**config.mk**
```make
export PLATFORM = sky130hd
export DESIGN_NAME = psum_collector
export DESIGN_NICKNAME = d
export VERILOG_FILES = /design/src/rtl/psum_collector.sv
export SDC_FILE = /design/constraint.sdc
export NUM_CORES = 1
export LEC_CHECK = 0
export ABC_CLOCK_PERIOD_IN_PS = 5800
export CAP_MARGIN = 20
export CORE_UTILIZATION = 45
export CTS_BUF_LIST = sky130_fd_sc_hd__clkbuf_2 sky130_fd_sc_hd__clkbuf_4 sky130_fd_sc_hd__clkbuf_8
export DETAILED_ROUTE_END_ITERATION = 8
export PLACE_DENSITY_LB_ADDON = 0.15
export SLEW_MARGIN = 30
export SYNTH_ARGS = -nofsm -noshare
export SYNTH_HDL_FRONTEND = slang
export SYNTH_SLANG_ARGS = --single-unit
```
**constraint.sdc**
```tcl
create_clock -name clk_i -period 5.8 [get_ports clk_i]
set_input_delay 1.16 -clock clk_i [delete_from_list [all_inputs] [get_ports clk_i]]
set_output_delay 1.16 -clock clk_i [all_outputs]
set_load 0.01 [all_outputs]
```
**src/rtl/psum_collector.sv**
```systemverilog
// Output stage behind the PE array: saturating cross-pass accumulation of N row
// results, then shift/round/ReLU/clamp requantisation streamed out one row per handshake.
module psum_collector #(
    parameter int I_WIDTH     = 8,
    parameter int F_WIDTH     = 8,
    parameter int N           = 3,
    parameter int ACC_WIDTH   = I_WIDTH + F_WIDTH + 4,
    parameter int O_WIDTH     = 8,
    parameter int SHIFT_WIDTH = $clog2(ACC_WIDTH)
) (
    input  logic                             clk_i,
    input  logic                             rst_i,
    input  logic [N*(I_WIDTH+F_WIDTH)-1:0]   psum_i,
    input  logic                             psum_valid_i,
    input  logic                             first_pass_i,
    input  logic                             last_pass_i,
    output logic                             psum_ready_o,
    input  logic [SHIFT_WIDTH-1:0]           quant_shift_i,
    input  logic                             relu_en_i,
    output logic signed [O_WIDTH-1:0]        out_data_o,
    output logic                             out_valid_o,
    input  logic                             out_ready_i,
    output logic                             out_last_o,
    output logic                             sat_o,
    output logic                             drop_err_o
);
    localparam int PW   = I_WIDTH + F_WIDTH;
    localparam int IDXW = (N > 1) ? $clog2(N) : 1;
    localparam logic signed [ACC_WIDTH:0] ACC_MAX = {2'b00, {(ACC_WIDTH-1){1'b1}}};
    localparam logic signed [ACC_WIDTH:0] ACC_MIN = {2'b11, {(ACC_WIDTH-1){1'b0}}};
    localparam logic signed [ACC_WIDTH:0] OUT_MAX = (ACC_WIDTH+1)'((1 << (O_WIDTH-1)) - 1);
    localparam logic signed [ACC_WIDTH:0] OUT_MIN = -OUT_MAX - 1;

    typedef enum logic [1:0] {ACCUM, LOAD, DRAIN} state_t;

    state_t                       r_state, w_state_nxt;
    logic signed [ACC_WIDTH-1:0]  r_acc [N];
    logic [IDXW-1:0]              r_idx;

    logic                         w_accept;
    logic                         w_hs;
    logic                         w_idx_last;
    logic signed [ACC_WIDTH:0]    w_sum     [N];
    logic signed [ACC_WIDTH-1:0]  w_acc_nxt [N];
    logic [N-1:0]                 w_acc_sat;
    logic [IDXW-1:0]              w_sel_idx;
    logic signed [ACC_WIDTH-1:0]  w_sel;
    logic signed [ACC_WIDTH:0]    w_ext, w_rnd, w_y;
    logic signed [O_WIDTH-1:0]    w_post;
    logic                         w_post_sat;

    assign psum_ready_o = (r_state == ACCUM);
    assign w_accept     = psum_valid_i && psum_ready_o;
    assign w_hs         = (r_state == DRAIN) && out_valid_o && out_ready_i;
    assign w_idx_last   = (r_idx == IDXW'(N-1));
    assign out_last_o   = (r_state == DRAIN) && w_idx_last;

    // Sum in ACC_WIDTH+1 bits so overflow is visible before clamping.
    always_comb begin
        for (int g = 0; g < N; g++) begin
            w_sum[g]     = (ACC_WIDTH+1)'(r_acc[g]) + (ACC_WIDTH+1)'($signed(psum_i[g*PW +: PW]));
            w_acc_sat[g] = 1'b0;
            if (first_pass_i) begin
                w_acc_nxt[g] = ACC_WIDTH'($signed(psum_i[g*PW +: PW]));
            end else if (w_sum[g] > ACC_MAX) begin
                w_acc_nxt[g] = ACC_WIDTH'(ACC_MAX);
                w_acc_sat[g] = 1'b1;
            end else if (w_sum[g] < ACC_MIN) begin
                w_acc_nxt[g] = ACC_WIDTH'(ACC_MIN);
                w_acc_sat[g] = 1'b1;
            end else begin
                w_acc_nxt[g] = ACC_WIDTH'(w_sum[g]);
            end
        end
    end

    // Row to be registered next: row 0 in LOAD, idx+1 on a DRAIN handshake.
    assign w_sel_idx = (r_state == LOAD) ? '0 : r_idx + 1'b1;

    always_comb begin
        w_sel = '0;
        for (int i = 0; i < N; i++)
            if (w_sel_idx == IDXW'(i)) w_sel = r_acc[i];
    end

    always_comb begin
        w_ext = (ACC_WIDTH+1)'(w_sel);
        w_rnd = (ACC_WIDTH+1)'(1) << (quant_shift_i - 1'b1);
        if (quant_shift_i == '0) w_y = w_ext;
        else                     w_y = (w_ext + w_rnd) >>> quant_shift_i;
        if (relu_en_i && w_y < 0) w_y = '0;
        w_post_sat = 1'b0;
        if (w_y > OUT_MAX) begin
            w_post     = O_WIDTH'(OUT_MAX);
            w_post_sat = 1'b1;
        end else if (w_y < OUT_MIN) begin
            w_post     = O_WIDTH'(OUT_MIN);
            w_post_sat = 1'b1;
        end else begin
            w_post = O_WIDTH'(w_y);
        end
    end

    always_comb begin
        w_state_nxt = r_state;
        case (r_state)
            ACCUM:   if (w_accept && last_pass_i) w_state_nxt = LOAD;
            LOAD:    w_state_nxt = DRAIN;
            DRAIN:   if (w_hs && w_idx_last) w_state_nxt = ACCUM;
            default: w_state_nxt = ACCUM;
        endcase
    end

    always_ff @(posedge clk_i or negedge rst_i) begin
        if (!rst_i) begin
            r_state     <= ACCUM;
            r_idx       <= '0;
            out_data_o  <= '0;
            out_valid_o <= 1'b0;
            sat_o       <= 1'b0;
            drop_err_o  <= 1'b0;
            for (int g = 0; g < N; g++) r_acc[g] <= '0;
        end else begin
            r_state <= w_state_nxt;
            if (w_accept) begin
                for (int g = 0; g < N; g++) r_acc[g] <= w_acc_nxt[g];
                if (|w_acc_sat) sat_o <= 1'b1;
            end
            if (psum_valid_i && !psum_ready_o) drop_err_o <= 1'b1;
            if (r_state == LOAD) begin
                r_idx       <= '0;
                out_data_o  <= w_post;
                out_valid_o <= 1'b1;
                if (w_post_sat) sat_o <= 1'b1;
            end else if (w_hs) begin
                if (!w_idx_last) begin
                    r_idx      <= r_idx + 1'b1;
                    out_data_o <= w_post;
                    if (w_post_sat) sat_o <= 1'b1;
                end else begin
                    out_valid_o <= 1'b0;
                end
            end
        end
    end
endmodule

```
After elaboration in Yosys (flattened, before gate mapping)
Index checks and enable logic that the tools add are counted.
Operators by class
  $add $sub $neg: 6
  reduce and logical (&&, ||, !) cells: 18
  magnitude comparators: 9
  equal/unequal tests: 8
  mux-type cells: 46
  shift operators: 2
Operators with widths (number)
  2-to-1 mux 20 bit: 12
  adder 20 x 16 -> 21 bit: 3
  > comparator 21 x 20 -> 1 bit, second input constant: 3
  less-than comparator 21 x 20 -> 1 bit, second input constant: 3
  2-to-1 mux 21 bit: 2
  2-to-1 mux 8 bit: 5
  adder 20 x 21 -> 21 bit: 1
  > comparator 21 x 8 -> 1 bit, second input constant: 1
  less-than comparator 21 x 1 -> 1 bit, second input constant: 1
  less-than comparator 21 x 8 -> 1 bit, second input constant: 1
  << shifter 1 x 5 -> 21 bit, first input constant: 1
  >>> shifter 21 x 5 -> 21 bit: 1
  2-to-1 mux 1 bit: 20
  2-to-1 mux 2 bit: 6
  logical AND 1 bit: 8
  == test 2 bit, second input constant: 3
  != test 2 x 1 -> 1 bit, second input constant: 3
  case mux 2 bit (3 select lines): 1
  AND reduction 2 bit: 3
  zero test 5 bit: 1
  subtractor 5 x 1 -> 5 bit, second input constant: 1
  == test 2 x 1 -> 1 bit, second input constant: 2
  zero test 2 bit: 2
  nonzero test 2 bit: 2
  other kinds (3): 3
Storage, ports and cells
  output and inout port bits: 13
  input port bits: 60
  bits in registers: 75
  logic and storage cells: 98

Depth between registers and ports, before layout
  word-level depth: 19
  mapped depth: 26
  mapped depth without buffers: 21

Worst setup path after synthesis
OpenSTA, ideal clock, no wires.
  path kind: reg2reg
  from: register r_idx[0]
  to: register sat_o
  required time: 5.674 ns
  clock period less this slack: 5.549 ns
  cell stages (with the launch flop): 26
  library setup time: 0.126 ns
  path buffers: 4
  path slack: 0.251 ns
  arrival: 5.422 ns
  cell sequence: dfrtp_1 inv_1 clkbuf_1 ha_1 clkbuf_1 clkbuf_1 buf_1 nand2_1 o21ai_0 a222oi_1 inv_1 ha_1 inv_1 fa_1 nand2b_1 a2111o_1 and3_4 o32ai_4 xnor2_2 mux2_4 a31o_4 o31ai_4 nand3_2 nor4_4 nand2_1 a311o_1
On the way
  cells in the longest elaborated chain, start to end: 19
  elaborated cells between the ends (all ways): 23
  those cells by class: add/sub (2); order compare (3); eq/ne (3); shift (1); mux (12); reduce/logical (2)
Ends and longest elaborated chain
  from (decl): RTL line 38  | logic [IDXW-1:0] r_idx;
  from (signal assigned): RTL line 137  | r_idx <= r_idx + 1'b1;
  adder 2 x 1 -> 2 bit: RTL line 78  | assign w_sel_idx = (r_state == LOAD) ? '0 : r_idx + 1'b1;
  2-to-1 mux 2 bit: RTL line 78
  zero test 2 bit: RTL line 83  | if (w_sel_idx == IDXW'(i)) w_sel = r_acc[i];
  2-to-1 mux 20 bit (3 in series): RTL line 83
  adder 20 x 21 -> 21 bit: RTL line 90  | else w_y = (w_ext + w_rnd) >>> quant_shift_i;
  >>> shifter 21 x 5 -> 21 bit: RTL line 90
  2-to-1 mux 21 bit: RTL line 89  | if (quant_shift_i == '0) w_y = w_ext;
  less-than comparator 21 x 1 -> 1 bit: RTL line 91  | if (relu_en_i && w_y < 0) w_y = '0;
  logical AND 1 bit: RTL line 91
  2-to-1 mux 21 bit: RTL line 91
  less-than comparator 21 x 8 -> 1 bit: RTL line 96  | end else if (w_y < OUT_MIN) begin
  2-to-1 mux 1 bit: RTL line 96
  2-to-1 mux 1 bit: RTL line 93  | if (w_y > OUT_MAX) begin
  2-to-1 mux 1 bit: RTL line 134, 139
  2-to-1 mux 1 bit: RTL line 136  | if (!w_idx_last) begin
  2-to-1 mux 1 bit: RTL line 135  | end else if (w_hs) begin
  2-to-1 mux 1 bit (*): RTL line 130  | if (r_state == LOAD) begin
  to (signal assigned): RTL line 127  | if (|w_acc_sat) sat_o <= 1'b1;
  to (signal assigned): RTL line 134  | if (w_post_sat) sat_o <= 1'b1;
  to (signal assigned): RTL line 139  | if (w_post_sat) sat_o <= 1'b1;
  to (decl): RTL line 24  | output logic sat_o,
Mark *: on every way between the ends. The rest lies on a longest branch, timed or not.
A chain may end at the register's enable or synchronous reset.

Worst setup path after layout
  from: input port quant_shift_i[3]
  to: register out_data_o[3]
On the way
  cells in the longest elaborated chain, start to end: 14
  elaborated cells between the ends (all ways): 16
  those cells by class: add/sub (2); order compare (3); shift (2); mux (7); reduce/logical (2)
Ends and longest elaborated chain
  from (decl): RTL line 18  | input logic [SHIFT_WIDTH-1:0] quant_shift_i,
  subtractor 5 x 1 -> 5 bit: RTL line 88  | w_rnd = (ACC_WIDTH+1)'(1) << (quant_shift_i - 1'b1);
  << shifter 1 x 5 -> 21 bit: RTL line 88
  adder 20 x 21 -> 21 bit: RTL line 90
  >>> shifter 21 x 5 -> 21 bit: RTL line 90
  2-to-1 mux 21 bit (*): RTL line 89
  less-than comparator 21 x 1 -> 1 bit: RTL line 91
  logical AND 1 bit: RTL line 91
  2-to-1 mux 21 bit (*): RTL line 91
  less-than comparator 21 x 8 -> 1 bit: RTL line 96
  2-to-1 mux 8 bit: RTL line 96
  2-to-1 mux 8 bit (*): RTL line 93
  2-to-1 mux 8 bit: RTL line 136
  2-to-1 mux 8 bit: RTL line 135
  2-to-1 mux 8 bit (*): RTL line 130
  to (signal assigned): RTL line 132  | out_data_o <= w_post;
  to (signal assigned): RTL line 138  | out_data_o <= w_post;
  to (decl): RTL line 20  | output logic signed [O_WIDTH-1:0] out_data_o,
Mark *: on every way between the ends. The rest lies on a longest branch, timed or not. The select of a mux whose other input is x is not followed.

==> results.toml <==
[synth]
yosysTopAreaCellShare_pct = 18.93
synth-edff-count = 0
synth_common_cells = "nand2_1 (183), a21oi_1 (149), nor2_1 (144), o21ai_0 (144), ha_1 (81)"
syn-num-nets = 1511
synth_ff_type = "dfrtp_1"
async_reset_ff_share_pct = 100.0
synth_largest_area_cell = "dfrtp_1"
ys_warn_count = 0
yosysSeqAreaShare_pct = 18.93
synthCells = 1366
syn-cell-area_mm2 = 0.009916
synth-seq-cells = 75
synth.avg_cell_area_um2 = 7.259
synth.distinct_cells = 93
yosys-top-cells-area = "dfrtp_1 (19%), ha_1 (10%), a21oi_1 (7.5%)"
yosys.cell_count.top_type = "nand2_1"

[critical_path]
slowest_stage = "mux4_2"
crit_family = "compound AO/OA/AOI/OAI gates"
cp_cell_sequence = "clkdlybuf4s50_1 > nor2b_1 > buf_4 > nand2_1 > buf_4 > buf_4 > nor2_1 > ha_1 > a21oi_1 > buf_4 > o21a_1 > o21ai_0 > a21oi_1 > nand2_1 > mux4_2 > and2_1 > o41a_1 > buf_4 > nor4_1 > a21oi_1 > o211ai_1"
worstSetupPathType = "in2reg"
regToRegEndpoint = "out_data_o[3]"
endpoint_kind = "register"
worst_path_most_repeated_cell = "buf_4"
reg2reg_slack_ps = 310
crit_path_max_incr_delay_ps = 560
crit_fanout = 6
required_ps = 6100
r2r_cells = 20
critPathArrivalTime_ps = 5840
path_buf_inv = 6
start_kind = "primary input"
r2r_start = "r_idx[0]"

[grt]
grt_max_degree = 67
grt_overflow_total = 0
grt_pass1_wl_mm = 56.48
grt_pass1_vias = 10560
antenna_found_initial = 0
globalRouteTotalUtil_pct = 32.49

[pwr]
swShare_pct = 52.39
p_int_w = 0.003240
p_sw_w = 0.003565
vdd_drop_max_uv = 260.2
power.density_mw_per_mm2 = 556.3
clkPwrFrac_pct = 6.0
p_leak_nw = 5.438
pwr-share-comb_pct = 78.0
seqPwrFrac_pct = 16.0

[cells_and_area]
multiInputGateArea_mm2 = 0.007682
ff_latch_area_mm2 = 0.001877
area.growth.synth_to_final_pct = 23.36
drive_above_1_share_pct = 16.05
final_area_mm2 = 0.01223
diodes = 0
nNetsFinal = 1691
nFillCells = 2026

[drt]
num_vias = 11240
first_iter_violations = 820
first_pass_iters = 9
post_drt_wl_per_cell_um = 19.83
viasPerCell = 6.154
drtAntennaViolNets = 0
wirelength_mm = 36.21
drc = 0

[sta]
maxSlewViolCount = 0
setup_viol = 0
hold_viol_final = 0
fmax_mhz = 180.6
rsz0062_at_grt = "false"
worst_slew_pin_slew_ps = 871.2
finClkSkew_ps = 16.15
whs_ps = 481.8
period_share_pct = 95.49
relSlewSlack_pct = 41.92
finalCriticalPeriod_ps = 5538

[place]
io_buffers = 72
gp_congestion = 1.031
dp_hpwl_mm = 28.50
place_area_mm2 = 0.01193

[cts]
path_clk_slew_ps = 90
cts_hold_buf = 0
numCtsBuffers = 9
clk_path_buf_depth = 2
clock_latency_ps = 380
cts-root-buf = "clkbuf_8"
cts_sinks = 75
h-tree-depth = 3
cts_tree = "yes"

[hold_path]
hold_depth = 1
hold_end = "drop_err_o"
hold_path_class = "reg2reg"
hp-start = "drop_err_o"

[floorplanning]
rows = 53
core_mm2 = 0.02129
start_util_pct = 46.58
die_area_mm2 = 0.02263
die_h_um = 150.4
io_pins = 73
die_w_um = 150.4

[run]
drv_cap = 0

[outcome]
status = "finished, final reports clean"
## cell usage in the layout (no fill, tap or decap), types with 12 or more instances in the layout
master,Yosys,routed
o21ai_0,144,141
nand2_1,183,182
nand2b_1,19,19
clkdlybuf4s50_1,0,71
a211oi_1,15,15
o31ai_1,15,14
a21o_1,32,32
nand4_1,12,12
and3_1,14,14
nor2_1,144,144
nand3_1,22,22
mux2i_1,16,16
xor2_1,25,24
ha_1,81,81
nor3_1,24,22
a22oi_1,14,14
buf_4,1,171
dfrtp_1,75,75
nor2b_1,12,12
o21a_1,17,17
a31oi_1,19,19
o211ai_1,14,14
a21oi_1,149,147
inv_1,30,30
xnor2_1,40,40
## kinds of logic (layout without fill, tap and decap cells)
family	after synthesis	after routing	synth area share, %
mux	26	26	3.016
flops	75	75	18.93
xor+xnor	66	66	5.905
fa+ha+maj	85	85	11.03
compound gates	528	528	34.62
simple gates	480	480	22.17
buf+inv	106	291	4.328
## metal layers
metal  vias up  global-route usage [%]  wire length (um)
met1      5318                   46.19             16590
met5         -                       0                 0
met2       432                   49.17             15700
met3        62                   5.576              2873
met4         0                   11.21              1046
li1       5425                       -                 -
## worst reg2reg max path, cell delays in order (launching register included)
cell	delay [ps]
dfrtp_1	360
inv_1	70
ha_1	310
buf_4	250
o21ai_0	140
a222oi_1	510
inv_1	210
ha_1	360
buf_4	170
a21oi_1	290
o21a_1	260
o21ai_0	110
a21oi_1	260
nand2_1	120
mux4_2	560
and2_1	200
o41a_1	410
buf_4	160
nor4_1	260
a21oi_1	170
o211ai_1	230
## flip-flops by register name, summed over array words and instances (netlist names)
name	count
r_acc	60
out_data_o	8
r_idx	2
r_state	2
drop_err_o	1
out_valid_o	1
sat_o	1
## how the worst max path moves through the flow
stage / startpoint / depth (start not counted) / to / slack, ps
after floorplan: r_idx[0] / 25 / sat_o / 250
after global placement: quant_shift_i[3] / 20 / sat_o / -130
after detailed placement: quant_shift_i[3] / 20 / sat_o / -180
after CTS: quant_shift_i[3] / 20 / out_data_o[1] / 200
after global routing: quant_shift_i[3] / 21 / out_data_o[5] / 8
final: quant_shift_i[3] / 21 / out_data_o[3] / 260
## stage by stage
stage | instances | utilization, % | TNS, ps | total power (W) | setup slack [ps]
after global routing | 1826 | 57.46 | 0 | 0.007378 | 7.532
final | 1826 | 57.46 | 0 | 0.006805 | 261.8
after global placement | 1805 | 56.06 | -505.9 | 0.006160 | -132.9
after CTS | 1821 | 56.94 | 0 | 0.006656 | 203.3
after floorplan | 1366 | - | 0 | 0.004416 | 251.4
after detailed placement | 1805 | 56.06 | -791.8 | 0.006212 | -177.8
## repair_timing
action	in CTS	in global routing
buffers inserted	0	5
endpoints found under the setup margin	0	8
resized for setup	0	16
## final cells by class
type,count,area share [%]
Sequential cell,75,15.34
Clock inverter,6,0.3989
Inverter,31,0.9513
Tap cell,275,2.813
Multi-Input combinational cell,1185,62.81
Timing Repair Buffer,244,16.56
Clock buffer,10,1.125
## power by group through the flow
| stage | sequential [W] | combinational, W | clock, W |
|---|---|---|---|
| after floorplan | 0.000959 | 0.00346 | 0 |
| after global placement | 0.00108 | 0.00508 | 0 |
| after detailed placement | 0.00109 | 0.00513 | 0 |
| after CTS | 0.00108 | 0.00516 | 0.000417 |
| after global routing | 0.00112 | 0.00583 | 0.000437 |
| final | 0.00109 | 0.00531 | 0.000406 |
Note: power is estimated with default switching activity, not from simulation.
